--- src/rtl/fetch_pkg.sv ---
// Shared types and helpers for the IF-stage fetch controller.
package fetch_pkg;

    typedef enum logic [1:0] {
        IDLE  = 2'd0,
        REQ   = 2'd1,
        FLUSH = 2'd2
    } fetch_state_e;

    typedef struct packed {
        logic [31:0] pc;
        logic [31:0] instr;
    } fetch_entry_t;

    localparam logic [31:0]  INSTR_BYTES = 32'd4;
    localparam fetch_entry_t ENTRY_ZERO  = '{pc: 32'h0000_0000, instr: 32'h0000_0000};

    // Force a byte address onto its containing word.
    function automatic logic [31:0] word_align(input logic [31:0] addr);
        return {addr[31:2], 2'b00};
    endfunction

    // True when a byte address does not sit on a word boundary.
    function automatic logic is_misaligned(input logic [31:0] addr);
        return (addr[1:0] != 2'b00);
    endfunction

endpackage

--- src/rtl/fetch_ctrl_if.sv ---
// Bundle of the fetch controller's redirect, instruction-memory and decode-side signals.
interface fetch_ctrl_if;
    logic        redirect_valid;
    logic [31:0] redirect_addr;
    logic        mem_req;
    logic [31:0] mem_addr;
    logic        mem_ack;
    logic [31:0] mem_rdata;
    logic        if_valid;
    logic [31:0] if_instr;
    logic [31:0] if_pc;
    logic        if_ready;
    logic        misalign;

    // Controller view.
    modport master (
        input  redirect_valid, redirect_addr, mem_ack, mem_rdata, if_ready,
        output mem_req, mem_addr, if_valid, if_instr, if_pc, misalign
    );

    // Environment view (branch unit, instruction memory, decode).
    modport slave (
        output redirect_valid, redirect_addr, mem_ack, mem_rdata, if_ready,
        input  mem_req, mem_addr, if_valid, if_instr, if_pc, misalign
    );
endinterface

--- src/rtl/fetch_buf.sv ---
// Prefetch queue: small synchronous FIFO of {pc, instr} entries with flush.
module fetch_buf
    import fetch_pkg::*;
#(
    parameter  int unsigned DEPTH = 2,
    localparam int unsigned CW    = $clog2(DEPTH) + 1
) (
    input  logic          clk,
    input  logic          rst_n,
    input  logic          push,
    input  logic          pop,
    input  logic          flush,
    input  fetch_entry_t  wr_data,
    output fetch_entry_t  head,
    output logic [CW-1:0] count,
    output logic          empty
);
    localparam int unsigned PW = $clog2(DEPTH);

    fetch_entry_t  mem_r [DEPTH];
    logic [PW-1:0] rd_ptr_r;
    logic [PW-1:0] wr_ptr_r;
    logic [CW-1:0] count_r;
    logic          do_pop_s;
    logic          do_push_s;

    // Qualify requests: never pop an empty queue, never overwrite a full one unless it also drains.
    always_comb begin
        do_pop_s  = 1'b0;
        do_push_s = 1'b0;
        do_pop_s  = pop && (count_r != {CW{1'b0}});
        do_push_s = push && !flush && ((count_r < CW'(DEPTH)) || do_pop_s);
    end

    // Storage, pointers and occupancy; flush dominates so a flushed cycle's push is dropped.
    always_ff @(posedge clk) begin
        if (!rst_n) begin
            rd_ptr_r <= {PW{1'b0}};
            wr_ptr_r <= {PW{1'b0}};
            count_r  <= {CW{1'b0}};
            for (int i = 0; i < int'(DEPTH); i++) begin
                mem_r[i] <= ENTRY_ZERO;
            end
        end else if (flush) begin
            rd_ptr_r <= wr_ptr_r;
            count_r  <= {CW{1'b0}};
        end else begin
            if (do_push_s) begin
                mem_r[wr_ptr_r] <= wr_data;
                wr_ptr_r        <= wr_ptr_r + PW'(1'b1);
            end
            if (do_pop_s) begin
                rd_ptr_r <= rd_ptr_r + PW'(1'b1);
            end
            if (do_push_s && !do_pop_s) begin
                count_r <= count_r + CW'(1'b1);
            end else if (!do_push_s && do_pop_s) begin
                count_r <= count_r - CW'(1'b1);
            end else begin
                count_r <= count_r;
            end
        end
    end

    assign head  = mem_r[rd_ptr_r];
    assign count = count_r;
    assign empty = (count_r == {CW{1'b0}});

endmodule

--- src/rtl/fetch_ctrl.sv ---
// IF-stage fetch controller: sequences the PC, issues one outstanding word fetch at a
// time, queues returned instructions and flushes on branch redirects.
module fetch_ctrl
    import fetch_pkg::*;
#(
    parameter logic [31:0] RESET_PC  = 32'h0000_0000,
    parameter int unsigned BUF_DEPTH = 2
) (
    input  logic         clk,
    input  logic         rst_n,
    fetch_ctrl_if.master bus
);
    localparam int unsigned CW = $clog2(BUF_DEPTH) + 1;

    fetch_state_e  state_r;
    fetch_state_e  state_next_s;
    logic [31:0]   fetch_pc_r;
    logic [31:0]   fetch_pc_next_s;
    logic          mem_req_r;
    logic [31:0]   mem_addr_r;
    logic [31:0]   mem_addr_next_s;
    logic          misalign_r;
    logic [31:0]   target_s;
    logic          push_s;
    logic          pop_s;
    logic          space_s;
    logic [CW-1:0] count_s;
    logic [CW-1:0] count_next_s;
    logic          empty_s;
    fetch_entry_t  head_s;
    fetch_entry_t  wr_entry_s;

    assign target_s   = word_align(bus.redirect_addr);
    assign pop_s      = !empty_s && bus.if_ready;
    assign push_s     = (state_r == REQ) && bus.mem_ack;
    assign wr_entry_s = '{pc: fetch_pc_r, instr: bus.mem_rdata};

    fetch_buf #(
        .DEPTH (BUF_DEPTH)
    ) u_buf (
        .clk     (clk),
        .rst_n   (rst_n),
        .push    (push_s),
        .pop     (pop_s),
        .flush   (bus.redirect_valid),
        .wr_data (wr_entry_s),
        .head    (head_s),
        .count   (count_s),
        .empty   (empty_s)
    );

    // Project queue occupancy after this cycle's push/pop/flush to decide if another fetch fits.
    always_comb begin
        count_next_s = count_s;
        space_s      = 1'b0;
        if (bus.redirect_valid) begin
            count_next_s = {CW{1'b0}};
        end else if (push_s && !pop_s) begin
            count_next_s = count_s + CW'(1'b1);
        end else if (!push_s && pop_s) begin
            count_next_s = count_s - CW'(1'b1);
        end else begin
            count_next_s = count_s;
        end
        space_s = (count_next_s < CW'(BUF_DEPTH));
    end

    // Next-state, next fetch address and next request address; redirect has top priority.
    always_comb begin
        state_next_s    = state_r;
        fetch_pc_next_s = fetch_pc_r;
        mem_addr_next_s = mem_addr_r;
        case (state_r)
            IDLE: begin
                if (bus.redirect_valid) begin
                    state_next_s    = REQ;
                    fetch_pc_next_s = target_s;
                end else if (space_s) begin
                    state_next_s = REQ;
                end else begin
                    state_next_s = IDLE;
                end
            end
            REQ: begin
                if (bus.redirect_valid) begin
                    fetch_pc_next_s = target_s;
                    // Without an ack the stale request must still be retired.
                    if (bus.mem_ack) begin
                        state_next_s = REQ;
                    end else begin
                        state_next_s = FLUSH;
                    end
                end else if (bus.mem_ack) begin
                    fetch_pc_next_s = fetch_pc_r + INSTR_BYTES;
                    if (space_s) begin
                        state_next_s = REQ;
                    end else begin
                        state_next_s = IDLE;
                    end
                end else begin
                    state_next_s = REQ;
                end
            end
            FLUSH: begin
                if (bus.redirect_valid) begin
                    fetch_pc_next_s = target_s;
                end else begin
                    fetch_pc_next_s = fetch_pc_r;
                end
                if (bus.mem_ack) begin
                    state_next_s = REQ;
                end else begin
                    state_next_s = FLUSH;
                end
            end
            default: begin
                state_next_s    = IDLE;
                fetch_pc_next_s = fetch_pc_r;
            end
        endcase
        // The stale address stays on the bus while a flushed request is still pending.
        if (state_next_s == FLUSH) begin
            mem_addr_next_s = mem_addr_r;
        end else begin
            mem_addr_next_s = fetch_pc_next_s;
        end
    end

    // State, PC and registered memory-side outputs.
    always_ff @(posedge clk) begin
        if (!rst_n) begin
            state_r    <= IDLE;
            fetch_pc_r <= RESET_PC;
            mem_req_r  <= 1'b0;
            mem_addr_r <= RESET_PC;
            misalign_r <= 1'b0;
        end else begin
            state_r    <= state_next_s;
            fetch_pc_r <= fetch_pc_next_s;
            mem_req_r  <= (state_next_s != IDLE);
            mem_addr_r <= mem_addr_next_s;
            misalign_r <= bus.redirect_valid && is_misaligned(bus.redirect_addr);
        end
    end

    assign bus.mem_req  = mem_req_r;
    assign bus.mem_addr = mem_addr_r;
    assign bus.misalign = misalign_r;
    assign bus.if_valid = !empty_s;
    assign bus.if_instr = head_s.instr;
    assign bus.if_pc    = head_s.pc;

endmodule

--- src/flat_wrapper.sv ---
// flat-port wrapper written by rule: the top's interface ports become plain ports
module fetch_ctrl_flat import fetch_pkg::*;
#(
    parameter logic [31:0] RESET_PC  = 32'h0000_0000,
    parameter int unsigned BUF_DEPTH = 2
)
  (clk, rst_n, bus_redirect_valid, bus_redirect_addr, bus_mem_ack, bus_mem_rdata, bus_if_ready, bus_mem_req, bus_mem_addr, bus_if_valid, bus_if_instr, bus_if_pc, bus_misalign);
  fetch_ctrl_if bus_i ();
  input  logic clk;
  input  logic rst_n;
  input wire logic [$bits(bus_i.redirect_valid)-1:0] bus_redirect_valid;
  input wire logic [$bits(bus_i.redirect_addr)-1:0] bus_redirect_addr;
  input wire logic [$bits(bus_i.mem_ack)-1:0] bus_mem_ack;
  input wire logic [$bits(bus_i.mem_rdata)-1:0] bus_mem_rdata;
  input wire logic [$bits(bus_i.if_ready)-1:0] bus_if_ready;
  output wire logic [$bits(bus_i.mem_req)-1:0] bus_mem_req;
  output wire logic [$bits(bus_i.mem_addr)-1:0] bus_mem_addr;
  output wire logic [$bits(bus_i.if_valid)-1:0] bus_if_valid;
  output wire logic [$bits(bus_i.if_instr)-1:0] bus_if_instr;
  output wire logic [$bits(bus_i.if_pc)-1:0] bus_if_pc;
  output wire logic [$bits(bus_i.misalign)-1:0] bus_misalign;
  assign bus_i.redirect_valid = bus_redirect_valid;
  assign bus_i.redirect_addr = bus_redirect_addr;
  assign bus_i.mem_ack = bus_mem_ack;
  assign bus_i.mem_rdata = bus_mem_rdata;
  assign bus_i.if_ready = bus_if_ready;
  assign bus_mem_req = bus_i.mem_req;
  assign bus_mem_addr = bus_i.mem_addr;
  assign bus_if_valid = bus_i.if_valid;
  assign bus_if_instr = bus_i.if_instr;
  assign bus_if_pc = bus_i.if_pc;
  assign bus_misalign = bus_i.misalign;
  fetch_ctrl #(.RESET_PC(RESET_PC), .BUF_DEPTH(BUF_DEPTH)) u_core (.clk(clk), .rst_n(rst_n), .bus(bus_i));
endmodule
--- config.mk ---
export PLATFORM = sky130hd
export DESIGN_NAME = fetch_ctrl_flat
export DESIGN_NICKNAME = d
export VERILOG_FILES = /design/src/rtl/fetch_pkg.sv /design/src/rtl/fetch_ctrl_if.sv /design/src/rtl/fetch_buf.sv /design/src/rtl/fetch_ctrl.sv /design/src/flat_wrapper.sv
export SDC_FILE = /design/constraint.sdc
export NUM_CORES = 1
export LEC_CHECK = 0
export ABC_AREA = 1
export BUFFER_PORTS_ARGS = -buffer_cell sky130_fd_sc_hd__buf_2
export CORE_UTILIZATION = 30
export DETAILED_ROUTE_END_ITERATION = 12
export HOLD_SLACK_MARGIN = 0.06
export SETUP_SLACK_MARGIN = 0.15
export SLEW_MARGIN = 20
export SYNTH_ARGS = -nofsm -noshare
export SYNTH_HDL_FRONTEND = slang
export SYNTH_SLANG_ARGS = --single-unit
export TNS_END_PERCENT = 100
--- constraint.sdc ---
create_clock -name clk -period 3.35 [get_ports clk]
set_clock_uncertainty 0.15 [all_clocks]
set_input_delay 0.335 -clock clk [delete_from_list [all_inputs] [get_ports clk]]
set_output_delay 0.335 -clock clk [all_outputs]
set_load 0.05 [all_outputs]
==> impl_results.md <==
- Sequential fraction of the synthesis area: 0.548
- Drt drc: 0
- TritonCTS clock tree: done
- Library cells used by synthesis: 36
- Inserted Diodes: 0
- CTS Sinks: 201
- Setup WS post-layout: 0.682 ns
- Post-DRT Antenna Nets: 0
- Iteration-0 DRC Markers: approximately 720
- Clk slew on worst S/H paths: approximately 0.06 ns
- CTS resizes: 0
- Leak: about 5.3 nW
- Most frequent cells in the layout: 287 x nor2_1, 167 x buf_2, 149 x inv_1
- Drt wl/cell: 15.8 um
- R2R depth: 8
- Status: complete, no violations
- Vias per inst: roughly 4.7
- DP HPWL: between 15 and 20 mm
- Clk buf depth: 3
- Slew HR: 0.493
- Max-cap violations: 0
- Worst-margin pin slew: 0.761 ns
- Yosys reg bits: around 200
- Die width: 182 um
- Crit-path slowest cell: dfxtp_2
- Initial Util: 0.306
- Crit Reg-Reg Endpoint: u_core.u_buf.mem_r[1][6]
- Period utilisation layout: 0.796
- Drt total wl: approximately 27 mm
- H-tree levels: 1
- Area of the die: ~33000 sq um
- Post-Syn Nets: 1186
- Pwr dens: 539 nW/um^2
- Setup slack, reg-to-reg: slightly below 0.8 ns
- WS Path Type: flip-flop to output port
- Number of port buffers: between 150 and 200
- Data arrival time of the worst path: around 2.2 ns
- Final Setup Violations: 0
- Die H: 182 um
- Hold WS: ~0.084 ns
- VDD IR max: roughly 0.00039 V
- Crit-path cells: buf_12, mux2_2, buf_2
- Hold Path Cell Cnt: 5
- Setup Buffers After CTS: 0
- Nature of the critical path startpoint: flip-flop
- Tot Pwr: 0.00648 W
- Final #Nets: approximately 1.4k
- Area delta synth->final: 24.1%
- Unrepaired setup endpoints after global routing: no
- CORE AREA: approximately 32000 sq um
- Commonest non-fill, non-tap cell in the layout: nor2_1
- CP Capture Type: output port
- Post-Synthesis Cell Area: roughly 9700 sq um
- Worst Hold Class: input port to flip-flop
- HP Start: bus_redirect_addr[7]
- WHS Endpoint: u_core.fetch_pc_r[7]
- Final Max Tran Viols: 0
- Vias in the first global route: between 7k and 8k
- Yosys warns: 0
- Share of cells above drive strength 1: 0.224
- Largest net degree at the start of global routing: 66
- GP Congestion: about 0.94
- First-pass GRT wire length: between 40 and 50 mm
- Num CTS Buffers: 23
- Rows: 65
- Max frequency: about 0.37 GHz
- Total grt overflow: 0
- Top Ports: roughly 170
- DR vias: just over 8k
- Syn avg cell area: 8.69 sq um
- Worst-skew pair later-pin latency: between 0.5 and 0.6 ns
- Crit path max fanout: between 40 and 50
- Total GRT Usage: 0.163
- Fin Setup TNS: 0 ns
- Final core occ: 0.380
- Post-route minimum period: 2.67 ns
- Setup Slack @ Placement: between 0.7 and 0.8 ns
- CP max stage delay: 0.67 ns
- Iteration count of the initial detailed-routing pass: 7
- Final Hold Viols: 0
- RR Startpoint: u_core.u_buf.count[1]
- Clk root buf: clkbuf_16
- Initial antenna violation count: 0
- Required time worst endpoint: between 2 and 3 ns
- Mapped Cells: 1114
[worst max path at each step]
stage	start	to	slack, ns	cells after the start
3_5_place_dp	u_core.u_buf.count[1]	u_core.u_buf.mem_r[1][6]	0.76	8
2_1_floorplan	u_core.u_buf.count[1]	u_core.u_buf.mem_r[0][0]	0.41	9
4_1_cts	flip-flop	bus_if_pc[30]	0.62	3
6_report	flip-flop	bus_if_pc[30]	0.68	3
3_3_place_gp	u_core.u_buf.count[1]	u_core.u_buf.mem_r[1][6]	0.84	8
5_1_grt	flip-flop	bus_if_pc[30]	0.55	3
[logic make-up after synthesis]
kind of cell / synth area share
fa+ha+maj: 0.00388
buf+inv: 0.0813
xor+xnor: 0.00181
flops: 0.548
simple gates: 0.224
mux: 0.0744
compound gates: 0.0668
[cell usage after synthesis]
| cell type | n | share of area |
|---|---|---|
| nand2_2 | 2 | 0.0013 |
| a21oi_1 | 41 | 0.021 |
| or2_2 | 4 | 0.0026 |
| o21bai_1 | 2 | 0.0016 |
| nor3_1 | 1 | 0.00052 |
| clkinv_1 | 1 | 0.00039 |
| o21ai_1 | 2 | 0.0010 |
| o32ai_1 | 13 | 0.012 |
| o211ai_1 | 3 | 0.0023 |
| buf_2 | 19 | 0.0098 |
| nor2_1 | 287 | 0.11 |
| nand2_1 | 146 | 0.057 |
| a21boi_0 | 1 | 0.00078 |
| ha_1 | 3 | 0.0039 |
| clkbuf_2 | 1 | 0.00052 |
| o21ai_0 | 33 | 0.017 |
| o221ai_1 | 2 | 0.0018 |
| or2_1 | 1 | 0.00065 |
| inv_2 | 2 | 0.00078 |
| nor3_2 | 1 | 0.0010 |
| buf_1 | 6 | 0.0023 |
| xor2_1 | 1 | 0.00090 |
| nor2_4 | 2 | 0.0023 |
| nor2_2 | 1 | 0.00065 |
| o22ai_1 | 9 | 0.0058 |
| xnor2_1 | 1 | 0.00090 |
| a31oi_1 | 1 | 0.00065 |
| o31ai_1 | 1 | 0.00078 |
| clkbuf_1 | 25 | 0.0097 |
| dfxtp_1 | 73 | 0.15 |
| nand4_1 | 16 | 0.010 |
| a211oi_4 | 1 | 0.0021 |
| mux2_2 | 64 | 0.074 |
| nand3_1 | 71 | 0.037 |
| inv_1 | 149 | 0.058 |
| edfxtp_1 | 128 | 0.40 |
[stage by stage]
stage               instance area (sq um)  cells
global placement                    10900   1645
CTS                                 12000   1723
finish                              12000   1723
floorplan                            9690   1114
global route                        12000   1723
detailed placement                  10900   1645
[what timing repair did]
| action | 4_1_cts | 5_1_grt |
|---|---|---|
| hold buffers | 36 | 0 |
| endpoints found under the setup margin | 0 | 0 |
| hold endpoints to repair | 67 | 0 |
[sequential cells by signal, summed over array words and instances (netlist names), named ones only]
| signal | flops |
|---|---|
| u_core.bus.mem_addr | 32 |
| u_core.bus.mem_req | 1 |
| u_core.bus.misalign | 1 |
| u_core.fetch_pc_r | 32 |
| u_core.state_r | 2 |
| u_core.u_buf.count | 2 |
| u_core.u_buf.mem_r | 128 |
| u_core.u_buf.rd_ptr_r | 1 |
| u_core.u_buf.wr_ptr_r | 1 |
[per-layer routing]
layer,vias to the layer above,global-route usage,wire length [um]
li1,4012,-,-
met1,3711,0.229,12700
met2,327,0.254,11800
met3,43,0.0293,2150
met4,0,0.0498,602
met5,-,0,0
[critical path, delay by kind of cell, from the launching register on]
kind,cells,cell delay [ns]
DFF,1,0.67
buffers and inverters,2,0.55
muxes,1,0.41
[cell type report]
class | count | area [sq um]
clock buffers | 30 | 612
clock inverters | 12 | 100
fillers | 3204 | 19600
inverters | 152 | 571
multi-input cells | 710 | 3610
flip-flops and latches | 201 | 5310
well taps | 402 | 503
repair buffers | 216 | 1320
[where the power goes]
group          internal [W]  switching, W
logic              0.000338      0.000856
registers           0.00279      0.000108
clock network       0.00138       0.00102
Power figures use the tool's default switching activity.
